`config.mk`:
```
export PLATFORM = sky130hd
export DESIGN_NAME = perf_sample_sequencer
export DESIGN_NICKNAME = d
export VERILOG_FILES = /design/src/rtl/perf_pkg.sv /design/src/rtl/seq_divider.sv /design/src/rtl/perf_sample_sequencer.sv
export SDC_FILE = /design/constraint.sdc
export NUM_CORES = 1
export LEC_CHECK = 0
export BUFFER_PORTS_ARGS = -buffer_cell sky130_fd_sc_hd__buf_2
export CAP_MARGIN = 5
export CORE_MARGIN = 2
export CORE_UTILIZATION = 50
export DETAILED_ROUTE_END_ITERATION = 16
export GPL_TIMING_DRIVEN = 0
export PLACE_DENSITY = 0.8
export SETUP_SLACK_MARGIN = 0.4
export SLEW_MARGIN = 5
export SYNTH_ARGS = -nofsm -noshare
export SYNTH_HDL_FRONTEND = slang
export SYNTH_SLANG_ARGS = --single-unit
```
`constraint.sdc`:
```
create_clock -name clk -period 7.3 [get_ports clk]
set_input_delay 1.46 -clock clk [delete_from_list [all_inputs] [get_ports clk]]
set_output_delay 1.46 -clock clk [all_outputs]
set_load 0.1 [all_outputs]
```
`src/rtl/perf_pkg.sv`:
```
// Shared constants and types for the performance-counter sampling sequencer.
package perf_pkg;

  localparam logic [7:0] FRAME_MAGIC   = 8'hA5;
  localparam int         FRAME_PAYLOAD = 6;
  localparam int         DIV_W         = 39;

  typedef enum logic [1:0] {
    ST_IDLE = 2'd0,
    ST_DIV  = 2'd1,
    ST_SEND = 2'd2
  } state_e;

  typedef logic [2:0] word_idx_t;

  localparam word_idx_t LAST_WORD = 3'(FRAME_PAYLOAD);

endpackage

```
`src/rtl/seq_divider.sv`:
```
// Restoring divider: one quotient bit per cycle, done pulses after DIV_W iterations.
module seq_divider
  import perf_pkg::*;
#(
  parameter int DVS_W = 32
) (
  input  logic             clk,
  input  logic             rst,
  input  logic             start_i,
  input  logic [DIV_W-1:0] dividend_i,
  input  logic [DVS_W-1:0] divisor_i,
  output logic             done_o,
  output logic [DIV_W-1:0] quotient_o
);

  logic [DIV_W-1:0] quo_q, quo_d;
  logic [DVS_W-1:0] rem_q, rem_d;
  logic [DVS_W-1:0] dvs_q;
  logic [5:0]       iter_q, iter_d;
  logic             run_q, run_d;
  logic             done_q, done_d;
  logic [DVS_W:0]   rem_sh;
  logic [DVS_W-1:0] rem_sub;

  always_comb begin
    quo_d   = quo_q;
    rem_d   = rem_q;
    iter_d  = iter_q;
    run_d   = run_q;
    done_d  = 1'b0;
    rem_sh  = {rem_q, quo_q[DIV_W-1]};
    rem_sub = rem_sh[DVS_W-1:0] - dvs_q;
    if (start_i) begin
      quo_d  = dividend_i;
      rem_d  = '0;
      iter_d = 6'(DIV_W - 1);
      run_d  = 1'b1;
    end else if (run_q) begin
      if (rem_sh >= {1'b0, dvs_q}) begin
        rem_d = rem_sub;
        quo_d = {quo_q[DIV_W-2:0], 1'b1};
      end else begin
        rem_d = rem_sh[DVS_W-1:0];
        quo_d = {quo_q[DIV_W-2:0], 1'b0};
      end
      if (iter_q == 6'd0) begin
        run_d  = 1'b0;
        done_d = 1'b1;
      end else begin
        iter_d = iter_q - 6'd1;
      end
    end
  end

  always_ff @(posedge clk or negedge rst) begin
    if (!rst) begin
      quo_q  <= '0;
      rem_q  <= '0;
      dvs_q  <= '0;
      iter_q <= '0;
      run_q  <= 1'b0;
      done_q <= 1'b0;
    end else begin
      quo_q  <= quo_d;
      rem_q  <= rem_d;
      iter_q <= iter_d;
      run_q  <= run_d;
      done_q <= done_d;
      if (start_i) dvs_q <= divisor_i;
    end
  end

  assign done_o     = done_q;
  assign quotient_o = quo_q;

endmodule

```
`src/rtl/perf_sample_sequencer.sv`:
```
// Snapshots the perf counters on a timer tick or software trigger, computes CPI x100
// and streams a 7-word frame over valid/ready.
//   state   | meaning
//   IDLE    | waiting for a trigger
//   DIV     | divider computing CPI x100
//   SEND    | frame words streaming to the sink
module perf_sample_sequencer
  import perf_pkg::*;
#(
  parameter int CNT_W            = 32,
  parameter int DEFAULT_INTERVAL = 1000
) (
  input  logic             clk,
  input  logic             rst,
  input  logic             cfg_we,
  input  logic [31:0]      cfg_interval,
  input  logic             cfg_enable,
  input  logic             sw_trigger,
  input  logic [CNT_W-1:0] cnt_cycle,
  input  logic [CNT_W-1:0] cnt_instr,
  input  logic [CNT_W-1:0] cnt_stall,
  input  logic [CNT_W-1:0] cnt_branch,
  input  logic [CNT_W-1:0] cnt_spi,
  output logic             out_valid,
  output logic [CNT_W-1:0] out_data,
  output logic             out_last,
  input  logic             out_ready,
  output logic             busy,
  output logic [15:0]      overrun_count
);

  state_e           state_q, state_d;
  logic [31:0]      timer_q, timer_d;
  logic [31:0]      interval_q, interval_d;
  logic [CNT_W-1:0] snap_cycle_q, snap_instr_q, snap_stall_q, snap_branch_q, snap_spi_q;
  logic [CNT_W-1:0] cpi_q, cpi_d;
  logic [15:0]      seq_q, seq_d;
  logic [15:0]      ovr_q, ovr_d;
  word_idx_t        idx_q, idx_d, idx_nx;
  logic             valid_q, valid_d, last_q, last_d;
  logic [CNT_W-1:0] data_q, data_d, nxt_word, header;
  logic             tick, trigger, snap_ld, div_start, div_done;
  logic [DIV_W-1:0] quotient;

  seq_divider #(.DVS_W(CNT_W)) u_div (
    .clk        (clk),
    .rst        (rst),
    .start_i    (div_start),
    .dividend_i (DIV_W'(cnt_cycle) * DIV_W'(100)),
    .divisor_i  (cnt_instr),
    .done_o     (div_done),
    .quotient_o (quotient)
  );

  assign header = {FRAME_MAGIC, 8'(FRAME_PAYLOAD), seq_q};
  assign idx_nx = idx_q + 3'd1;

  always_comb begin
    nxt_word = cpi_q;
    case (idx_nx)
      3'd1:    nxt_word = snap_cycle_q;
      3'd2:    nxt_word = snap_instr_q;
      3'd3:    nxt_word = snap_stall_q;
      3'd4:    nxt_word = snap_branch_q;
      3'd5:    nxt_word = snap_spi_q;
      default: nxt_word = cpi_q;
    endcase
  end

  always_comb begin
    tick       = cfg_enable && (interval_q != 32'd0) && (timer_q == 32'd0);
    trigger    = tick || sw_trigger;
    interval_d = cfg_we ? cfg_interval : interval_q;
    if (cfg_we)          timer_d = cfg_interval - 32'd1;
    else if (tick)       timer_d = interval_q - 32'd1;
    else if (cfg_enable) timer_d = timer_q - 32'd1;
    else                 timer_d = timer_q;

    ovr_d = ovr_q;
    if (trigger && (state_q != ST_IDLE) && (ovr_q != 16'hFFFF)) ovr_d = ovr_q + 16'd1;

    state_d   = state_q;
    cpi_d     = cpi_q;
    seq_d     = seq_q;
    idx_d     = idx_q;
    valid_d   = valid_q;
    last_d    = last_q;
    data_d    = data_q;
    snap_ld   = 1'b0;
    div_start = 1'b0;
    case (state_q)
      ST_IDLE: begin
        if (trigger) begin
          snap_ld = 1'b1;
          if (cnt_instr != '0) begin
            div_start = 1'b1;
            state_d   = ST_DIV;
          end else begin
            cpi_d   = '0;
            state_d = ST_SEND;
          end
        end
      end
      ST_DIV: begin
        if (div_done) begin
          // Quotient above 32 bits saturates rather than wrapping.
          cpi_d   = (|quotient[DIV_W-1:CNT_W]) ? '1 : quotient[CNT_W-1:0];
          state_d = ST_SEND;
          valid_d = 1'b1;
          last_d  = 1'b0;
          idx_d   = '0;
          data_d  = header;
        end
      end
      ST_SEND: begin
        if (!valid_q) begin
          valid_d = 1'b1;
          last_d  = 1'b0;
          idx_d   = '0;
          data_d  = header;
        end else if (out_ready) begin
          if (last_q) begin
            valid_d = 1'b0;
            last_d  = 1'b0;
            seq_d   = seq_q + 16'd1;
            state_d = ST_IDLE;
          end else begin
            idx_d  = idx_nx;
            data_d = nxt_word;
            last_d = (idx_nx == LAST_WORD);
          end
        end
      end
      default: state_d = ST_IDLE;
    endcase
  end

  always_ff @(posedge clk or negedge rst) begin
    if (!rst) begin
      state_q       <= ST_IDLE;
      timer_q       <= 32'(DEFAULT_INTERVAL - 1);
      interval_q    <= 32'(DEFAULT_INTERVAL);
      snap_cycle_q  <= '0;
      snap_instr_q  <= '0;
      snap_stall_q  <= '0;
      snap_branch_q <= '0;
      snap_spi_q    <= '0;
      cpi_q         <= '0;
      seq_q         <= '0;
      ovr_q         <= '0;
      idx_q         <= '0;
      valid_q       <= 1'b0;
      last_q        <= 1'b0;
      data_q        <= '0;
    end else begin
      state_q    <= state_d;
      timer_q    <= timer_d;
      interval_q <= interval_d;
      cpi_q      <= cpi_d;
      seq_q      <= seq_d;
      ovr_q      <= ovr_d;
      idx_q      <= idx_d;
      valid_q    <= valid_d;
      last_q     <= last_d;
      data_q     <= data_d;
      if (snap_ld) begin
        snap_cycle_q  <= cnt_cycle;
        snap_instr_q  <= cnt_instr;
        snap_stall_q  <= cnt_stall;
        snap_branch_q <= cnt_branch;
        snap_spi_q    <= cnt_spi;
      end
    end
  end

  assign out_valid     = valid_q;
  assign out_data      = data_q;
  assign out_last      = last_q;
  assign busy          = (state_q != ST_IDLE);
  assign overrun_count = ovr_q;

endmodule
```
==> results of run 1 <==
==> worst max-delay path, cell delays in order <==
cell,delay (ns)
buf_2,0.15
nor4b_1,0.31
nand4_1,0.24
nor3_1,0.70
and2_1,0.22
buf_2,0.24
nor2_1,0.16
nor2_1,0.18
clkbuf_1,0.99
clkbuf_1,0.58
clkbuf_1,0.68
nand2_1,0.13
nand2_1,0.10
==> metrics by stage <==
stage               hold WS (ns)  cells  setup WS (ns)
floorplan                  0.435   2852           2.26
global placement           0.444   3764          -3.99
detailed placement         0.455   3767           1.32
CTS                        0.458   3854           1.88
global route               0.494   3855           1.53
finish                     0.456   3855           1.65
==> layout make-up <==
cell class / instances / share of cell area [%]
Clock inverter: 20 / 0.787
Antenna cell: 1 / 0.00870
Clock buffer: 67 / 4.92
Tap cell: 664 / 2.89
Timing Repair Buffer: 251 / 4.63
Buffer: 146 / 1.98
Multi-Input combinational cell: 2068 / 44.0
Sequential cell: 438 / 38.1
Inverter: 200 / 2.61
==> state kept, by name, summed over array words and instances (netlist names), 2 cells and up <==
| register | count |
|---|---|
| seq_q | 16 |
| snap_instr_q | 32 |
| overrun_count | 16 |
| u_div.iter_q | 6 |
| interval_q | 32 |
| idx_q | 3 |
| snap_cycle_q | 32 |
| u_div.quotient_o | 39 |
| snap_branch_q | 32 |
| u_div.rem_q | 32 |
| out_data | 32 |
| u_div.dvs_q | 32 |
| snap_stall_q | 32 |
| state_q | 2 |
| cpi_q | 32 |
| timer_q | 32 |
| snap_spi_q | 32 |
==> synthesized netlist by cell type, drive strengths merged, types with 6 or more instances <==
| library cell | number |
|---|---|
| nand2 | 728 |
| dfrtp | 424 |
| o21ai | 261 |
| inv | 200 |
| ha | 142 |
| clkbuf | 130 |
| nor2 | 128 |
| a21oi | 122 |
| xnor2 | 80 |
| mux2 | 47 |
| nand3 | 41 |
| nor4 | 35 |
| a221oi | 33 |
| nor3 | 33 |
| xor2 | 33 |
| mux2i | 32 |
| a31oi | 29 |
| fa | 28 |
| a21o | 23 |
| nand4 | 21 |
| a211oi | 17 |
| nor2b | 17 |
| a22o | 16 |
| a22oi | 16 |
| and3 | 16 |
| buf | 16 |
| a311oi | 15 |
| o21a | 15 |
| dfstp | 14 |
| or2 | 14 |
| or3 | 14 |
| o211ai | 12 |
| a211o | 11 |
| nand2b | 11 |
| and2 | 8 |
| o21bai | 8 |
| o311ai | 6 |
==> layout by cell type, fill, tap and decap left out, drive strengths merged, types with 16 or more instances in the layout <==
cell type and count:
a211oi 17, a21o 23, a21oi 122, a221oi 33, a22o 16, a22oi 16
a31oi 29, and3 16, buf 267, clkbuf 197, dfrtp 424, fa 28
ha 142, inv 200, mux2 47, mux2i 32, nand2 728, nand3 41
nand4 21, nor2 128, nor2b 17, nor3 33, nor4 35, o21ai 261
xnor2 80, xor2 33
==> cell families (layout without fill, tap and decap cells) <==
family | count (synthesis) | after routing | synth area share, %
AO/OA/AOI/OAI | 629 | 629 | 15.7
XOR/XNOR | 113 | 113 | 3.96
adder cells (fa/ha/maj) | 170 | 170 | 9.36
buffers and inverters | 346 | 684 | 5.29
flip-flops | 438 | 438 | 44.0
multiplexers | 79 | 79 | 3.40
other | 0 | 1 | 0
AND/OR/NAND/NOR | 1077 | 1077 | 18.3
==> per-layer routing <==
layer	share of wire, %	up-vias	track usage [%]
met1	42	10700	40.1
met3	9.1	183	5.47
met5	0.017	-	0
met4	4.4	2	13.0
met2	44	1062	45.0
li1	-	10300	-
==> worst max path at each step <==
stage                            to  slack [ns]  cells past startpoint
5_1_grt        u_div.quotient_o[36]        1.53                     15
3_5_place_dp        snap_stall_q[1]        1.32                     13
2_1_floorplan  u_div.quotient_o[36]        2.26                     14
4_1_cts            snap_stall_q[29]        1.88                     13
6_report          snap_branch_q[30]        1.65                     13
3_3_place_gp       snap_cycle_q[24]       -3.99                      1
==> power breakdown <==
part / internal (mW) / switching (mW) / leakage [nW]
clock: 1.50 / 1.04 / 0.808
combinational: 2.36 / 4.35 / 8.14
sequential: 3.44 / 0.710 / 5.25
total: 7.30 / 6.10 / 14.2
==> impl_metrics.env, run 1 <==
export IMPL_status="finished clean"
export IMPL_syn2layout_area_growth_pct=15.3
export IMPL_ctsResizeCount=0
export IMPL_grt_total_usage_pct=29.2
export IMPL_dieHeight_um=227
export IMPL_synth_largest_area_cell="dfrtp_1"
export IMPL_die_w_um=227
export IMPL_synth_edf_count=0
export IMPL_netlist_instances=2852
export IMPL_clk_latency_ns=0.60
export IMPL_cts_buffer_depth=3
export IMPL_min_period_over_period_pct=77.4
export IMPL_critPathKind="in2reg"
export IMPL_crit_path_start="cfg_enable"
export IMPL_clk_pin_slew_ns=0.06
export IMPL_required_ns=7.82
export IMPL_hold_end="state_q[0]"
export IMPL_fmax_ghz=0.177
export IMPL_min_path_type="reg2reg"
export IMPL_synthArstFlopShare_pct=100
export IMPL_drt_wirelength_per_cell_um=19.5
export IMPL_hold_viol=0
export IMPL_setup_viol=0
export IMPL_synth_top_cell_area_share_pct=42.5
export IMPL_cts_root_buf="clkbuf_16"
export IMPL_drtPass1Iterations=6
export IMPL_syn_area_mm2=0.0250
export IMPL_seq_area_frac_synth_pct=44.0
export IMPL_drt_iter0_drc=2195
export IMPL_final_nets=3521
export IMPL_drive_gt1_share_pct=13.8
export IMPL_ant_nets=0
export IMPL_critPathMaxFanout=10
export IMPL_via_count=22300
export IMPL_die_area_mm2=0.0517
export IMPL_holdBufCountCts=0
export IMPL_antenna_found_initial=2
export IMPL_r2r_cells=12
export IMPL_port_buffers=248
export IMPL_worst_slew_pin_slew_ns=1.31
export IMPL_whs_path_depth=1
export IMPL_multi_input_area_mm2=0.0127
export IMPL_total_power_mw=13.4
export IMPL_hpwl_mm=56.4
export IMPL_cts_buffers=48
export IMPL_grt_pass1_wl_mm=117
export IMPL_cp_start_kind="input pin"
export IMPL_r2r_end="snap_branch_q[30]"
export IMPL_cts_setup_buffers=0
export IMPL_syn_avg_cell_area_um2=8.75
export IMPL_rsz0062_at_grt="no"
export IMPL_num_rows=81
export IMPL_fillCellCount=4293
export IMPL_power_density_mw_per_mm2=466
export IMPL_timing_rr_start="timer_q[19]"
export IMPL_rrSetupSlack_ns=2.21
export IMPL_syn_nets=3220
export IMPL_ys_ff_latch=438
export IMPL_grt_max_degree=118
export IMPL_cp_arrival_ns=6.17
export IMPL_period_needed_ns=5.65
export IMPL_htree_levels=2
export IMPL_place_congestion=0.946
export IMPL_ys_types=75
export IMPL_yosys_most_used_dff="dfrtp_1"
export IMPL_grt_overflow=0
export IMPL_yosysWarnings=0
export IMPL_viasPerCell=5.78
export IMPL_clock_sinks=438
export IMPL_remaining_drc_errors=0
export IMPL_cap_violations=0
export IMPL_finalInstanceArea_mm2=0.0288
export IMPL_leakagePower_nw=14.2
export IMPL_maxSlewHeadroom_pct=12.6
export IMPL_initial_core_util_pct=50.8
export IMPL_grt_pass1_vias=21500
export IMPL_tns_ns=0
export IMPL_seq_area_mm2=0.0110
export IMPL_drv_slew=0
export IMPL_synth_top_cells_by_area="dfrtp_1 (42%), nand2_1 (11%), ha_1 (7.1%)"
export IMPL_place_area_mm2=0.0271
export IMPL_cts_tree="done"
export IMPL_skew_ns=0.0282
export IMPL_routed_wl_mm=75.0
export IMPL_finish_utilization_pct=58.5
export IMPL_min_delay_start="u_div.done_o"
export IMPL_pin_count=249
export IMPL_crit_path_end_kind="flip-flop"
export IMPL_vdd_ir_drop_max_uv=367
export IMPL_core_area_mm2=0.0492
No activity file was read; power rests on OpenSTA's default activity.
==> inputs of run 2 (changes only) <==
==> constraint.sdc (replaced) <==
create_clock -name clk -period 5.4 [get_ports clk]
set_input_delay 1.08 -clock clk [delete_from_list [all_inputs] [get_ports clk]]
set_output_delay 1.08 -clock clk [all_outputs]
set_load 0.1 [all_outputs]
==> impl_metrics.env, run 2 (synthesis gave the netlist of run 1 again) <==
export IMPL_clk_latency_ns=0.60
export IMPL_cts_root_buf="clkbuf_16"
export IMPL_rsz0062_at_grt="yes"
export IMPL_cp_buffers_inverters=1
export IMPL_seq_area_mm2=0.0110
export IMPL_clock_sinks=438
export IMPL_leakagePower_nw=14.2
export IMPL_core_area_mm2=0.0492
export IMPL_cts_buffer_depth=3
export IMPL_viasPerCell=5.79
export IMPL_place_congestion=0.946
export IMPL_grt_overflow=0
export IMPL_syn2layout_area_growth_pct=15.4
export IMPL_period_needed_ns=4.86
export IMPL_min_period_over_period_pct=89.9
export IMPL_max_stage_delay_ns=0.46
export IMPL_grt_max_degree=118
export IMPL_status="finished clean"
export IMPL_path_cells="buf_2, ha_1, ha_1, fa_1, ha_1, a211oi_2, o21bai_1, o221ai_2, o211ai_1, a31oi_2, a211oi_1, or3_1, o32a_1, xnor2_2, a21oi_1"
export IMPL_place_area_mm2=0.0271
export IMPL_power_density_mw_per_mm2=629
export IMPL_critPathKind="in2reg"
export IMPL_dieHeight_um=227
export IMPL_cap_violations=0
export IMPL_drt_iter0_drc=2305
export IMPL_cp_start_kind="input pin"
export IMPL_path_delay_family="compound AO/OA/AOI/OAI gates"
export IMPL_min_delay_start="u_div.done_o"
export IMPL_vdd_ir_drop_max_uv=498
export IMPL_routed_wl_mm=75.2
export IMPL_die_area_mm2=0.0517
export IMPL_required_ns=5.86
export IMPL_cts_tree="done"
export IMPL_drtPass1Iterations=6
export IMPL_via_count=22300
export IMPL_pin_count=249
export IMPL_drv_slew=0
export IMPL_multi_input_area_mm2=0.0127
export IMPL_cp_arrival_ns=5.32
export IMPL_fmax_ghz=0.206
export IMPL_setup_viol=0
export IMPL_critPathMaxFanout=5
export IMPL_crit_path_start="cnt_cycle[2]"
export IMPL_hold_viol=0
export IMPL_htree_levels=2
export IMPL_initial_core_util_pct=50.8
export IMPL_fillCellCount=4285
export IMPL_grt_total_usage_pct=29.2
export IMPL_worst_slew_pin_slew_ns=1.12
export IMPL_min_path_type="reg2reg"
export IMPL_die_w_um=227
export IMPL_mostFrequentLayoutCell="nand2_1"
export IMPL_drive_gt1_share_pct=14.0
export IMPL_remaining_drc_errors=0
export IMPL_final_nets=3521
export IMPL_largest_reg_flops=39
export IMPL_antenna_found_initial=2
export IMPL_hpwl_mm=56.4
export IMPL_finalInstanceArea_mm2=0.0288
export IMPL_timing_rr_start="interval_q[4]"
export IMPL_num_rows=81
export IMPL_final_cell_mix="nand2_1 (728), dfrtp_1 (424), buf_2 (256), o21ai_0 (243), inv_1 (200)"
export IMPL_port_buffers=248
export IMPL_clk_pin_slew_ns=0.06
export IMPL_crit_path_end_kind="flip-flop"
export IMPL_crit_slowest_cell="fa_1"
export IMPL_skew_ns=0.0268
export IMPL_cts_buffers=48
export IMPL_grt_pass1_wl_mm=117
export IMPL_grt_pass1_vias=21500
export IMPL_maxSlewHeadroom_pct=25.2
export IMPL_cp_common_cell="ha_1"
export IMPL_drt_wirelength_per_cell_um=19.5
export IMPL_total_power_mw=18.1
export IMPL_ant_nets=0
==> run 2: power breakdown <==
part / internal (mW) / switching, mW
Combinational: 3.19 / 5.90
Sequential: 4.66 / 0.959
Clock: 2.02 / 1.41
==> run 2: layer usage <==
| metal | global-route usage (%) | part of all wire, % | vias up | wire length (um) |
|---|---|---|---|---|
| met5 | 0 | 0.017 | - | 13 |
| met4 | 13.0 | 4.7 | 2 | 3500 |
| met3 | 5.47 | 9.3 | 194 | 7000 |
| met2 | 45.0 | 44 | 1117 | 33000 |
| met1 | 40.1 | 42 | 10700 | 31700 |
| li1 | - | - | 10300 | - |
==> run 2: worst paths after layout <==
path	end	slack (ns)	cells past startpoint
setup / recovery	u_div.quotient_o[36]	0.54	15
hold / removal	state_q[0]	0.46	1
setup reg to reg	snap_spi_q[1]	0.62	13
hold reg to reg	state_q[0]	0.46	1
max in group asynchronous	cpi_q[23]	3.28	3
min in group asynchronous	timer_q[11]	0.52	1
==> run 2: cell type report <==
class / count / area share [%]
diodes: 1 / 0.00869
plain buffers: 146 / 2.00
clock buffers: 67 / 4.91
clock inverters: 20 / 0.786
inverters: 200 / 2.61
multi-input cells: 2068 / 44.1
flip-flops and latches: 438 / 38.1
well taps: 664 / 2.88
repair buffers: 251 / 4.63
==> run 2: what timing repair did <==
action / 4_1_cts / 5_1_grt
hold buffers: 0 / 0
gates cloned: 0 / 0
endpoints found under the setup margin: 21 / 11
gates resized for setup: 1 / 10
setup buffers: 0 / 0
pin swaps: 0 / 2
==> run 2: stage by stage <==
| stage | TNS, ns | setup slack, ns | hold slack [ns] | util (%) | cells |
|---|---|---|---|---|---|
| after floorplan | 0 | 0.735 | 0.435 | - | 2852 |
| after global placement | -2344.23 | -5.51 | 0.444 | 55.0 | 3764 |
| after detailed placement | -5.30 | -0.195 | 0.455 | 55.2 | 3767 |
| after CTS | 0 | 0.418 | 0.458 | 58.5 | 3854 |
| after global routing | 0 | 0.362 | 0.494 | 58.6 | 3855 |
| final | 0 | 0.543 | 0.455 | 58.6 | 3855 |
